==> src/rtl/pipeline_debug_pkg.sv <==
// ----------------------------------------------------------------------------
// pipeline_debug_pkg : command codes, FSM states and constants for the debug controller
// Rev 1.0
// ----------------------------------------------------------------------------
`default_nettype none

package pipeline_debug_pkg;

  localparam logic [7:0] CMD_RUN   = 8'h63;  // 'c'
  localparam logic [7:0] CMD_STEP  = 8'h73;  // 's'
  localparam logic [7:0] CMD_FLUSH = 8'h72;  // 'r'
  localparam logic [7:0] CMD_DUMP  = 8'h64;  // 'd'

  localparam int BYTES_PER_WORD = 4;

  typedef enum logic [2:0] {
    IDLE = 3'd0,
    RUN  = 3'd1,
    STEP = 3'd2,
    LOAD = 3'd3,
    SEND = 3'd4,
    GAP  = 3'd5,
    WAIT = 3'd6
  } state_t;

endpackage

`default_nettype wire

==> src/rtl/pipeline_debug_ctrl_dump_serializer.sv <==
// ----------------------------------------------------------------------------
// dump_serializer : shifts 32-bit words out MSB-first through the UART tx handshake
// Rev 1.0
// ----------------------------------------------------------------------------
`default_nettype none

module dump_serializer
  import pipeline_debug_pkg::*;
(
  input  logic        clk,
  input  logic        reset,
  input  logic        start,
  input  logic        last_word,
  input  logic [31:0] word_in,
  input  logic        tx_busy,
  output logic [7:0]  tx_data,
  output logic        tx_start,
  output logic        word_done
);

  state_t      state;
  state_t      state_d;
  logic [31:0] shreg;
  logic [1:0]  byte_cnt;
  logic        byte_last;

  assign byte_last = (byte_cnt == 2'(BYTES_PER_WORD - 1));
  assign tx_data   = shreg[31:24];

  always_ff @(posedge clk) begin
    if (reset) begin
      state    <= IDLE;
      shreg    <= '0;
      byte_cnt <= '0;
    end else begin
      state <= state_d;
      if (state == LOAD) begin
        shreg    <= word_in;
        byte_cnt <= '0;
      end else if (state == WAIT && !tx_busy && !byte_last) begin
        // shift only once the UART has released the current byte
        shreg    <= {shreg[23:0], 8'h00};
        byte_cnt <= byte_cnt + 2'd1;
      end
    end
  end

  always_comb begin
    state_d   = state;
    tx_start  = 1'b0;
    word_done = 1'b0;
    case (state)
      IDLE: if (start) state_d = LOAD;
      LOAD: if (!tx_busy) state_d = SEND;
      SEND: begin
        tx_start = 1'b1;
        state_d  = GAP;
      end
      GAP:  state_d = WAIT;
      WAIT: begin
        if (!tx_busy) begin
          if (!byte_last) begin
            state_d = SEND;
          end else begin
            word_done = 1'b1;
            state_d   = last_word ? IDLE : LOAD;
          end
        end
      end
      default: state_d = IDLE;
    endcase
  end

endmodule

`default_nettype wire

==> src/rtl/pipeline_debug_ctrl.sv <==
// ----------------------------------------------------------------------------
// pipeline_debug_ctrl : run/step/halt controller for the MIPS pipeline with UART snapshot dump
// Rev 1.0
// ----------------------------------------------------------------------------
`default_nettype none

module pipeline_debug_ctrl
  import pipeline_debug_pkg::*;
#(
  parameter int DUMP_WORDS = 40,
  parameter int ADDR_W     = 6,
  parameter int CYCLE_W    = 32
) (
  input  logic               clk,
  input  logic               reset,
  input  logic [7:0]         rx_data,
  input  logic               rx_valid,
  output logic [7:0]         tx_data,
  output logic               tx_start,
  input  logic               tx_busy,
  input  logic               halt_seen,
  output logic               pipe_en,
  output logic               pipe_flush,
  output logic [ADDR_W-1:0]  dbg_addr,
  input  logic [31:0]        dbg_data,
  output logic [CYCLE_W-1:0] cycle_count,
  output logic               running
);

  localparam logic [ADDR_W:0] LAST_IDX = (ADDR_W + 1)'(DUMP_WORDS);

  // LOAD at this level stands for the whole dump phase; the serializer owns the substates
  state_t          state;
  state_t          state_d;
  logic            flush_d;
  logic            dump_start;
  logic            run_d;
  logic            word_done;
  logic            last_word;
  logic [ADDR_W:0] word_idx;
  logic [31:0]     word_in;

  assign last_word = (word_idx == LAST_IDX);
  assign word_in   = (word_idx == '0) ? 32'(cycle_count) : dbg_data;
  assign run_d     = (state_d == RUN) || (state_d == STEP);

  always_comb begin
    state_d    = state;
    flush_d    = 1'b0;
    dump_start = 1'b0;
    case (state)
      IDLE: begin
        if (rx_valid) begin
          case (rx_data)
            CMD_RUN: begin
              if (halt_seen) begin
                state_d    = LOAD;
                dump_start = 1'b1;
              end else begin
                state_d = RUN;
              end
            end
            CMD_STEP:  state_d = STEP;
            CMD_FLUSH: flush_d = 1'b1;
            CMD_DUMP: begin
              state_d    = LOAD;
              dump_start = 1'b1;
            end
            default: state_d = IDLE;
          endcase
        end
      end
      RUN: begin
        if (halt_seen) begin
          state_d    = LOAD;
          dump_start = 1'b1;
        end
      end
      STEP: begin
        state_d    = LOAD;
        dump_start = 1'b1;
      end
      LOAD: if (word_done && last_word) state_d = IDLE;
      default: state_d = IDLE;
    endcase
  end

  always_ff @(posedge clk) begin
    if (reset) begin
      state       <= IDLE;
      pipe_en     <= 1'b0;
      running     <= 1'b0;
      pipe_flush  <= 1'b0;
      cycle_count <= '0;
      word_idx    <= '0;
      dbg_addr    <= '0;
    end else begin
      state      <= state_d;
      pipe_en    <= run_d;
      running    <= run_d;
      pipe_flush <= flush_d;
      if (flush_d) begin
        cycle_count <= '0;
      end else if (pipe_en) begin
        cycle_count <= cycle_count + CYCLE_W'(1);
      end
      // word 0 is the cycle count, so the read address trails the word index by one
      if (word_done) begin
        if (last_word) begin
          word_idx <= '0;
          dbg_addr <= '0;
        end else begin
          word_idx <= word_idx + (ADDR_W + 1)'(1);
          if (word_idx != '0) dbg_addr <= dbg_addr + ADDR_W'(1);
        end
      end
    end
  end

  dump_serializer u_ser (
    .clk       (clk),
    .reset     (reset),
    .start     (dump_start),
    .last_word (last_word),
    .word_in   (word_in),
    .tx_busy   (tx_busy),
    .tx_data   (tx_data),
    .tx_start  (tx_start),
    .word_done (word_done)
  );

endmodule

`default_nettype wire

==> config.mk <==
export PLATFORM = sky130hd
export DESIGN_NAME = pipeline_debug_ctrl
export DESIGN_NICKNAME = d
export VERILOG_FILES = /design/src/rtl/pipeline_debug_pkg.sv /design/src/rtl/pipeline_debug_ctrl_dump_serializer.sv /design/src/rtl/pipeline_debug_ctrl.sv
export SDC_FILE = /design/constraint.sdc
export NUM_CORES = 1
export LEC_CHECK = 0
export CAP_MARGIN = 20
export CELL_PAD_IN_SITES_DETAIL_PLACEMENT = 1
export CELL_PAD_IN_SITES_GLOBAL_PLACEMENT = 2
export CORE_MARGIN = 2
export CORE_UTILIZATION = 28
export DETAILED_ROUTE_END_ITERATION = 12
export GPL_TIMING_DRIVEN = 0
export PLACE_DENSITY_LB_ADDON = 0.1
export REMOVE_ABC_BUFFERS = 1
export SLEW_MARGIN = 20
export SYNTH_ARGS = -nofsm -noshare
export SYNTH_HDL_FRONTEND = slang
export SYNTH_SLANG_ARGS = --single-unit
==> constraint.sdc <==
create_clock -name clk -period 1.6 [get_ports clk]
set_input_delay 0.4 -clock clk [delete_from_list [all_inputs] [get_ports clk]]
set_output_delay 0.4 -clock clk [all_outputs]
set_load 0.01 [all_outputs]
# Yosys cells after proc, flatten, opt, wreduce, memory -nomap -nowiden
# Cells that the tools add are included.
[word_totals] wordCells=76 input_bits=45 regBits=87
[classes] reduce_logical=16 addsub=4 muxes=29 n_eq_ne=18
[ops] op="two-way mux 32 bit" count=3
[ops] op="adder 32 x 1 -> 32 bit (second input constant)" count=1
[ops] op="== test 8 x 7 -> 1 bit (second input constant)" count=4
[ops] op="one-hot mux 3 bit (4 select lines)" count=2
[ops] op="two-way mux 3 bit" count=7
[ops] op="one-hot mux 3 bit (5 select lines)" count=1
[ops] op="== test 3 x 2 -> 1 bit (second input constant)" count=4
[ops] op="two-way mux 6 bit" count=2
[ops] op="== test 3 bit (second input constant)" count=3
[ops] op="two-way mux 1 bit" count=9
[ops] op="adder 7 x 1 -> 7 bit (second input constant)" count=1
[ops] op="== test 7 x 6 -> 1 bit (second input constant)" count=1
[ops] op="zero test 7 bit" count=1
[ops] op="two-way mux 7 bit" count=1
[ops] op="nonzero test 7 bit" count=1
[ops] op="adder 6 x 1 -> 6 bit (second input constant)" count=1
[ops] op="== test 3 x 1 -> 1 bit (second input constant)" count=2
[ops] op="zero test 3 bit" count=2
[ops] op="!= test 2 bit (second input constant)" count=3
[ops] op="two-way mux 2 bit" count=2
[ops] op="nonzero test 2 bit" count=2
[ops] op="OR reduction 2 bit" count=2
[ops] op="logical AND 1 bit" count=3
[ops] op="one-hot mux 1 bit (3 select lines)" count=1
[ops] op="7 further kinds" count=8

# Longest topological paths before layout
# Gate-level depths: netlist of run 1.
[logic_depth] depth_word=9 ltp_mapped=9

# Cells and area by module
# A second synthesis of run 1 with hierarchy kept.
[unflattened] hier_cells=551 area_unflattened_um2=5004.8
[modules_own_cells] module="pipeline_debug_ctrl" instances=1 seq_area_each_um2=1001.0 area_per_inst_um2=2857.7 cells_each=334
[modules_own_cells] module="dump_serializer" instances=1 seq_area_each_um2=740.7 area_per_inst_um2=2147.1 cells_each=217

# Worst setup path after synthesis of run 1
# No wires, ideal clock.
[synth_timing] path_type="register to register" start="register word_idx[0]" end="register u_ser.shreg[24]" path_stages_with_launch=9 t_arrival_ns=1.514 setup_time_ns=0.142 path_slack_ns=-0.056 t_required_ns=1.458 path_buffers=1 period_less_slack_ns=1.656 path_cell_list="dfxtp_1 -> inv_1 -> ha_1 -> nor4b_4 -> nand2_1 -> buf_2 -> mux2_2 -> nor2_1 -> a311oi_1"
[synth_via] elab_chain_cells=3
[synth_lines] element="from (decl)" line="pipeline_debug_ctrl.sv:40" rtl="logic [ADDR_W:0] word_idx;"
[synth_lines] element="from (signal assigned)" line="pipeline_debug_ctrl.sv:113" rtl="word_idx <= word_idx + (ADDR_W + 1)'(1);"
[synth_lines] element="zero test 7 bit" line="pipeline_debug_ctrl.sv:44" rtl="assign word_in = (word_idx == '0) ? 32'(cycle_count) : dbg_data;"
[synth_lines] element="two-way mux 32 bit" line="pipeline_debug_ctrl.sv:44"
[synth_lines] element="two-way mux 32 bit" line="pipeline_debug_ctrl_dump_serializer.sv:37" rtl="if (state == LOAD) begin"
[synth_lines] element="to (signal assigned)" line="pipeline_debug_ctrl_dump_serializer.sv:38" rtl="shreg <= word_in;"
[synth_lines] element="to (signal assigned)" line="pipeline_debug_ctrl_dump_serializer.sv:42" rtl="shreg <= {shreg[23:0], 8'h00};"
[synth_lines] element="to (decl)" line="pipeline_debug_ctrl_dump_serializer.sv:23" rtl="logic [31:0] shreg;"
# No other way between the ends.
# A chain may end at the register's enable or synchronous reset.

# Final worst setup path of run 1
[layout_timing] start="register word_idx[0]" end="register u_ser.shreg[1]"
# The elaborated chain is that of the path after synthesis.

==> results of run 1 <==
## state kept, by name, indices dropped and copies added, names as in the netlist
name	count
dbg_addr	6
cycle_count	32
running	1
pipe_flush	1
word_idx	7
u_ser.state	3
u_ser.byte_cnt	2
u_ser.shreg	32
state	3
## what timing repair did
action / in CTS / in global routing
resized for setup: 197 / 103
pin swaps: 45 / 50
gates cloned: 6 / 2
buffers inserted: 33 / 13
setup endpoints to repair: 134 / 80
## logic make-up after synthesis
kind of cell,after synthesis
adders and majority gates,5
DFF,87
buffers and inverters,49
muxes,33
and+or+nand+nor,244
other,1
xor gates and xnor gates,37
AOI/OAI and AO/OA,64
## power by group through the flow
stage	logic (mW)	clock network, mW	registers, mW
final	0.251	2.18	2.14
after detailed placement	0.191	0	2.22
after global routing	0.266	2.31	2.14
after global placement	0.174	0	2.22
after CTS	0.240	2.23	2.16
after floorplan	0.0262	0	2.22
## cells in the mapped netlist, types with 3 or more instances
master	number	area share, %
and3_1	4	0.55
nor2b_1	3	0.41
nand4_1	12	1.7
ha_1	5	1.4
a21oi_1	19	2.1
and2_1	5	0.69
nor2_2	5	0.69
mux2_2	30	7.4
nor4_1	5	0.69
nor2_1	68	5.6
buf_1	3	0.25
nor4_2	6	1.7
nor3_1	9	0.99
nand3_1	17	1.9
o21ai_0	8	0.88
mux2i_1	3	0.66
a311oi_1	25	4.8
buf_4	12	2.0
xor2_1	13	2.5
clkbuf_1	11	0.91
and4_1	5	0.96
buf_6	3	0.74
dfxtp_1	87	38
a211oi_1	4	0.66
inv_1	9	0.74
nand2_1	79	6.5
buf_2	10	1.1
xnor2_1	24	4.6
nand3b_1	3	0.50
## metal layers
layer	track usage, %	routed length, microns	vias to the layer above
li1	-	-	2080
met1	24.38	7591	2089
met2	29.47	7587	80
met3	2.932	499	17
met4	6.582	273	0
met5	0	0	-
## layout make-up
type | count | area (sq um) | share of cell area [%]
Clock inverter | 3 | 42.54 | 0.5840
Tap cell | 216 | 270.3 | 3.710
Timing Repair Buffer | 152 | 1569 | 21.54
Sequential cell | 87 | 1828 | 25.09
Clock buffer | 13 | 250.2 | 3.435
Multi-Input combinational cell | 385 | 3288 | 45.14
Inverter | 9 | 36.28 | 0.4981
## worst max-delay path: cells and delay by family, from the launching register on
kind                       cells  cell delay [ps]
buffers and inverters          5              640
DFF                            1              360
and+or+nand+nor                3              340
muxes                          1              300
adders and majority gates      1              120
AOI/OAI and AO/OA              1               50
## worst paths after layout
check,end,startpoint
max reg2reg,u_ser.shreg[1]$_SDFFE_PP0P_,word_idx[0]$_SDFFE_PP0P_
max,u_ser.shreg[1]$_SDFFE_PP0P_,word_idx[0]$_SDFFE_PP0P_
min,u_ser.state[0]$_SDFFE_PP0P_,tx_busy
min reg2reg,u_ser.shreg[2]$_SDFFE_PP0P_,u_ser.shreg[2]$_SDFFE_PP0P_
## per-stage QoR
step / total power, mW / worst slack, ps / hold WS [ps] / setup TNS [ps]
2_1_floorplan: 2.244 / -901.4 / 437.7 / -53750
3_3_place_gp: 2.392 / -2751 / 460.1 / -171620
3_5_place_dp: 2.409 / -1035 / 462.8 / -71800
4_1_cts: 4.627 / -198.8 / 474.8 / -5413
5_1_grt: 4.720 / -362.3 / 479.4 / -12550
6_report: 4.568 / -313.2 / 437.9 / -8508
==> flow_summary.toml, run 1 <==
[power_and_ir_drop]
switching_power_mw = 1.031
peakVddDrop_uv = 495.6
p_clk_share_pct = 47.6
power_frac_seq_pct = 46.9
intPower_mw = 3.537
p_per_area_nw_per_um2 = 627.1
swShare_pct = 22.58
comb_power_share_pct = 5.5
p_leak_nw = 2.805

[synthesis]
synthSimpleGateAreaFrac_pct = 29.16
ys_ff_latch = 87
synth_xor_area_share_pct = 7.139
async_reset_ff_share_pct = 0
synth_top_family_by_area = "simple AND/OR/NAND/NOR gates"
synth_edf_count = 0
yosysSeqAreaShare_pct = 38.37
syn_area_per_cell_sq_um = 8.730
yosysWarnings = 0
synth_area_sq_um = 4539
synth_compound_area_share_pct = 9.923
ys_types = 53
synth-main-ff-cell = "dfxtp_1"
synthCells = 520
synthAdderAreaFrac_pct = 1.378
post_synth_mux_area_share_pct = 8.104

[sta]
final_max_slew_viol_count = 0
fmax_ghz = 0.5227
setup_slack_ps = -313.2
skew_ps = 7.851
rsz0062_at_grt = "yes"
hold_viol_final = 0
setup_viol = 44
fin_crit_sh_pct = 119.6
fin_crit_ps = 1913

[worst_setup_path]
reg2reg_depth = 11
rrSetupSlack_ps = -310
cpPeakStageDelay_ps = 360
cp_cell_sequence = "inv_4, ha_4, nor4b_4, buf_4, nand2_8, buf_16, buf_12, buf_6, mux2_4, nand2_2, a21oi_2"
slowest_stage = "dfxtp_4"
cp.required_ps = 1840
crit_path_start_kind = "flop"
critPathMaxFanout = 6
worstSetupPathType = "flop to flop"
end_kind = "flop"
cp_data_arrival_time_ps = 2160

[flow_run]
max_cap_violations = 0

[route]
ant_nets = 0
drt-total-wl_microns = 15950
dr.pass1.iters = 4
vias = 4266
drc = 0
post_drt_via_cell_ratio = 4.932
drt-initial-drc-count = 187
wire_per_inst_microns = 18.44

[die]
core_sq_um = 15890
die_h_microns = 131.3
dieArea_sq_um = 17250
ios = 95
die_w_microns = 131.3
rows = 46
start_util_pct = 28.58

[run_status]
status = "complete, but fails checks"
violations = "negative setup slack"

[placement]
place_area_sq_um = 5669
dpl.hpwl_microns = 9896
portBuffers = 94
post-place-cells = 798
gp_congestion = 0.7182

[global_route]
antenna_found_initial = 0
grt_usage_pct = 18.16
grt_pass1_vias = 4346
grt_overflow = 0
grt_start_max_net_pins = 37
grt_pass1_wl_microns = 24660

[clock_tree]
clock-sinks = 87
clk_latency_ps = 350
h-tree-depth = 3
cts_hold_buffers = 0
clock_path_buffers = 2
tritoncts = "yes"
cts_made_buffers = 9
clkSlewWorstSetupHoldPaths_ps = 70
root_buffer = "clkbuf_16"

[final_layout]
fin_nets = 694
mostFrequentLayoutCells = "71 x nand2_1, 56 x dlygate4sd2_1, 52 x dfxtp_1"
final_layout_size_suffix_gt1_share_pct = 40.83
antenna_cells = 0
nFillCells = 1779
fin_util_pct = 45.86
fin_area_sq_um = 7284
area_growth_pct = 60.47
final-instance-count-excl-fill = 865
layout.cells.most_common = "nand2_1"

[worst_hold_path]
min_path_cells = 3
hold_path_class = "input pin to flop"
Power figures use the tool's default switching activity.
==> inputs of run 2 (changes only) <==
CAP_MARGIN = default   (was 20)
==> results of run 2 <==
Final layout, timing and power as in run 1 (identical DEF).
==> inputs of run 3 (changes only) <==
SKIP_LAST_GASP = 1   (was default)
==> run 3 against run 2 <==
  * The run still ends with negative setup slack left
  * Utilization decreased by 0.50 points
  * Wire length decreased by 0.45%
  * Combinational power about the same
  * Worst setup slack improved by 69 ps
  * Cell area decreased by 1.1%
  * Die area unchanged
  * Count of clock-buffer cells in the layout unchanged
  * Power about the same
  * Non-clock buffer count decreased by 4
  * Register-to-register slack improved by 70 ps
  * Critical endpoint is now u_ser.shreg[11]$_SDFFE_PP0P_
  * Largest cell class unchanged
==> flow_summary.toml, run 3 (synthesis results as in run 1) <==
[route]
ant_nets = 0
vias = 4233
drt-total-wl_microns = 15880
wire_per_inst_microns = 18.44
dr.pass1.iters = 4
drc = 0
drt-initial-drc-count = 177
post_drt_via_cell_ratio = 4.916

[run_status]
violations = "negative setup slack"
status = "complete, but fails checks"

[sta]
fmax_ghz = 0.5422
fin_crit_ps = 1844
setup_slack_ps = -244.3
fin_crit_sh_pct = 115.3
hold_viol_final = 0
setup_viol = 41
rsz0062_at_grt = "yes"
skew_ps = 6.588
final_max_slew_viol_count = 0

[clock_tree]
h-tree-depth = 3
cts_made_buffers = 9
root_buffer = "clkbuf_16"
clock_path_buffers = 2
tritoncts = "yes"
clk_latency_ps = 350
clock-sinks = 87
clkSlewWorstSetupHoldPaths_ps = 60
cts_hold_buffers = 0

[global_route]
grt_usage_pct = 18.16
grt_pass1_wl_microns = 24660
grt_overflow = 0
grt_start_max_net_pins = 37
grt_pass1_vias = 4351
antenna_found_initial = 0

[power_and_ir_drop]
p_leak_nw = 2.771
peakVddDrop_uv = 497.7
p_per_area_nw_per_um2 = 634.4

[final_layout]
antenna_cells = 0
fin_util_pct = 45.35
layout.cells.most_common = "nand2_1"
area_growth_pct = 58.71
mostFrequentLayoutCells = "70 x nand2_1, 56 x dlygate4sd2_1, 52 x dfxtp_1"
fin_nets = 690
final_layout_size_suffix_gt1_share_pct = 41.09
reg_top3 = "cycle_count (32), u_ser.shreg (32), word_idx (7)"

[die]
start_util_pct = 28.58
ios = 95
die_h_microns = 131.3
dieArea_sq_um = 17250
core_sq_um = 15890
die_w_microns = 131.3
rows = 46

[placement]
gp_congestion = 0.7182
portBuffers = 94
dpl_worst_slack_ps = -1035
dpl.hpwl_microns = 9896

[worst_setup_path]
cp_data_arrival_time_ps = 2060
crit_path_start_kind = "flop"
worstSetupPathType = "flop to flop"
cpPeakStageDelay_ps = 360
slowest_stage = "dfxtp_4"
cp_cell_sequence = "inv_4, ha_4, nor4b_4, buf_6, nand2_8, buf_16, mux2_4, nor2_2, a311oi_2"
cp.required_ps = 1820
critPathMaxFanout = 6
end_kind = "flop"

[worst_hold_path]
hold_path_class = "input pin to flop"

[flow_run]
max_cap_violations = 0
## run 3: critical path, delay by kind of cell, from the launching register on
| kind | cells | cell delay (ps) |
|---|---|---|
| flip-flops | 1 | 360 |
| adder cells (fa/ha/maj) | 1 | 120 |
| multiplexers | 1 | 300 |
| AO/OA/AOI/OAI | 1 | 70 |
| AND/OR/NAND/NOR | 3 | 430 |
| buffers and inverters | 3 | 420 |
## run 3: worst paths after layout
check                                                     to  cells after the start                         from  slack, ps
worst min-delay path             u_ser.state[0]$_SDFFE_PP0P_                      3                      tx_busy        450
worst max-delay path            u_ser.shreg[11]$_SDFFE_PP0P_                      9     word_idx[0]$_SDFFE_PP0P_       -240
worst min register to register   u_ser.shreg[3]$_SDFFE_PP0P_                      2  u_ser.shreg[3]$_SDFFE_PP0P_        470
worst max register to register  u_ser.shreg[11]$_SDFFE_PP0P_                      9     word_idx[0]$_SDFFE_PP0P_       -240
## run 3: layer usage
layer,GRT usage [%],wire (microns)
met2,29.47,7528
met1,24.38,7646
met3,2.932,459
met5,0,0
met4,6.582,246
## run 3: report_power, final
part	internal [mW]	switching, mW	total (mW)
Combinational	0.144	0.107	0.251
Sequential	2.14	0.00224	2.14
Clock	1.25	0.924	2.18
Total	3.54	1.03	4.57
## run 3: area by class of cell
type / count / area, sq um
repair buffers: 148 / 1526
flip-flops and latches: 87 / 1828
multi-input cells: 385 / 3251
inverters: 9 / 36.28
clock buffers: 13 / 250.2
clock inverters: 3 / 42.54
fillers: 1783 / 8681
well taps: 216 / 270.3
## run 3: repair_timing
action | 4_1_cts | 5_1_grt
gates cloned | 6 | 2
endpoints found under the setup margin | 134 | 80
pin swaps | 45 | 50
resized for setup | 194 | 98
setup buffers | 33 | 10
## run 3: through the flow
step / total power [mW] / hold WS (ps) / instances / TNS, ps / cell area [sq um]
3_5_place_dp: 2.409 / 462.8 / 798 / -71800 / 5669
3_3_place_gp: 2.392 / 460.1 / 790 / -171620 / 5519
2_1_floorplan: 2.244 / 437.7 / 480 / -53750 / 4308
6_report: 4.570 / 450.2 / 861 / -6112 / 7204
5_1_grt: 4.719 / 491.9 / 861 / -10140 / 7204
4_1_cts: 4.627 / 474.8 / 853 / -5445 / 6797
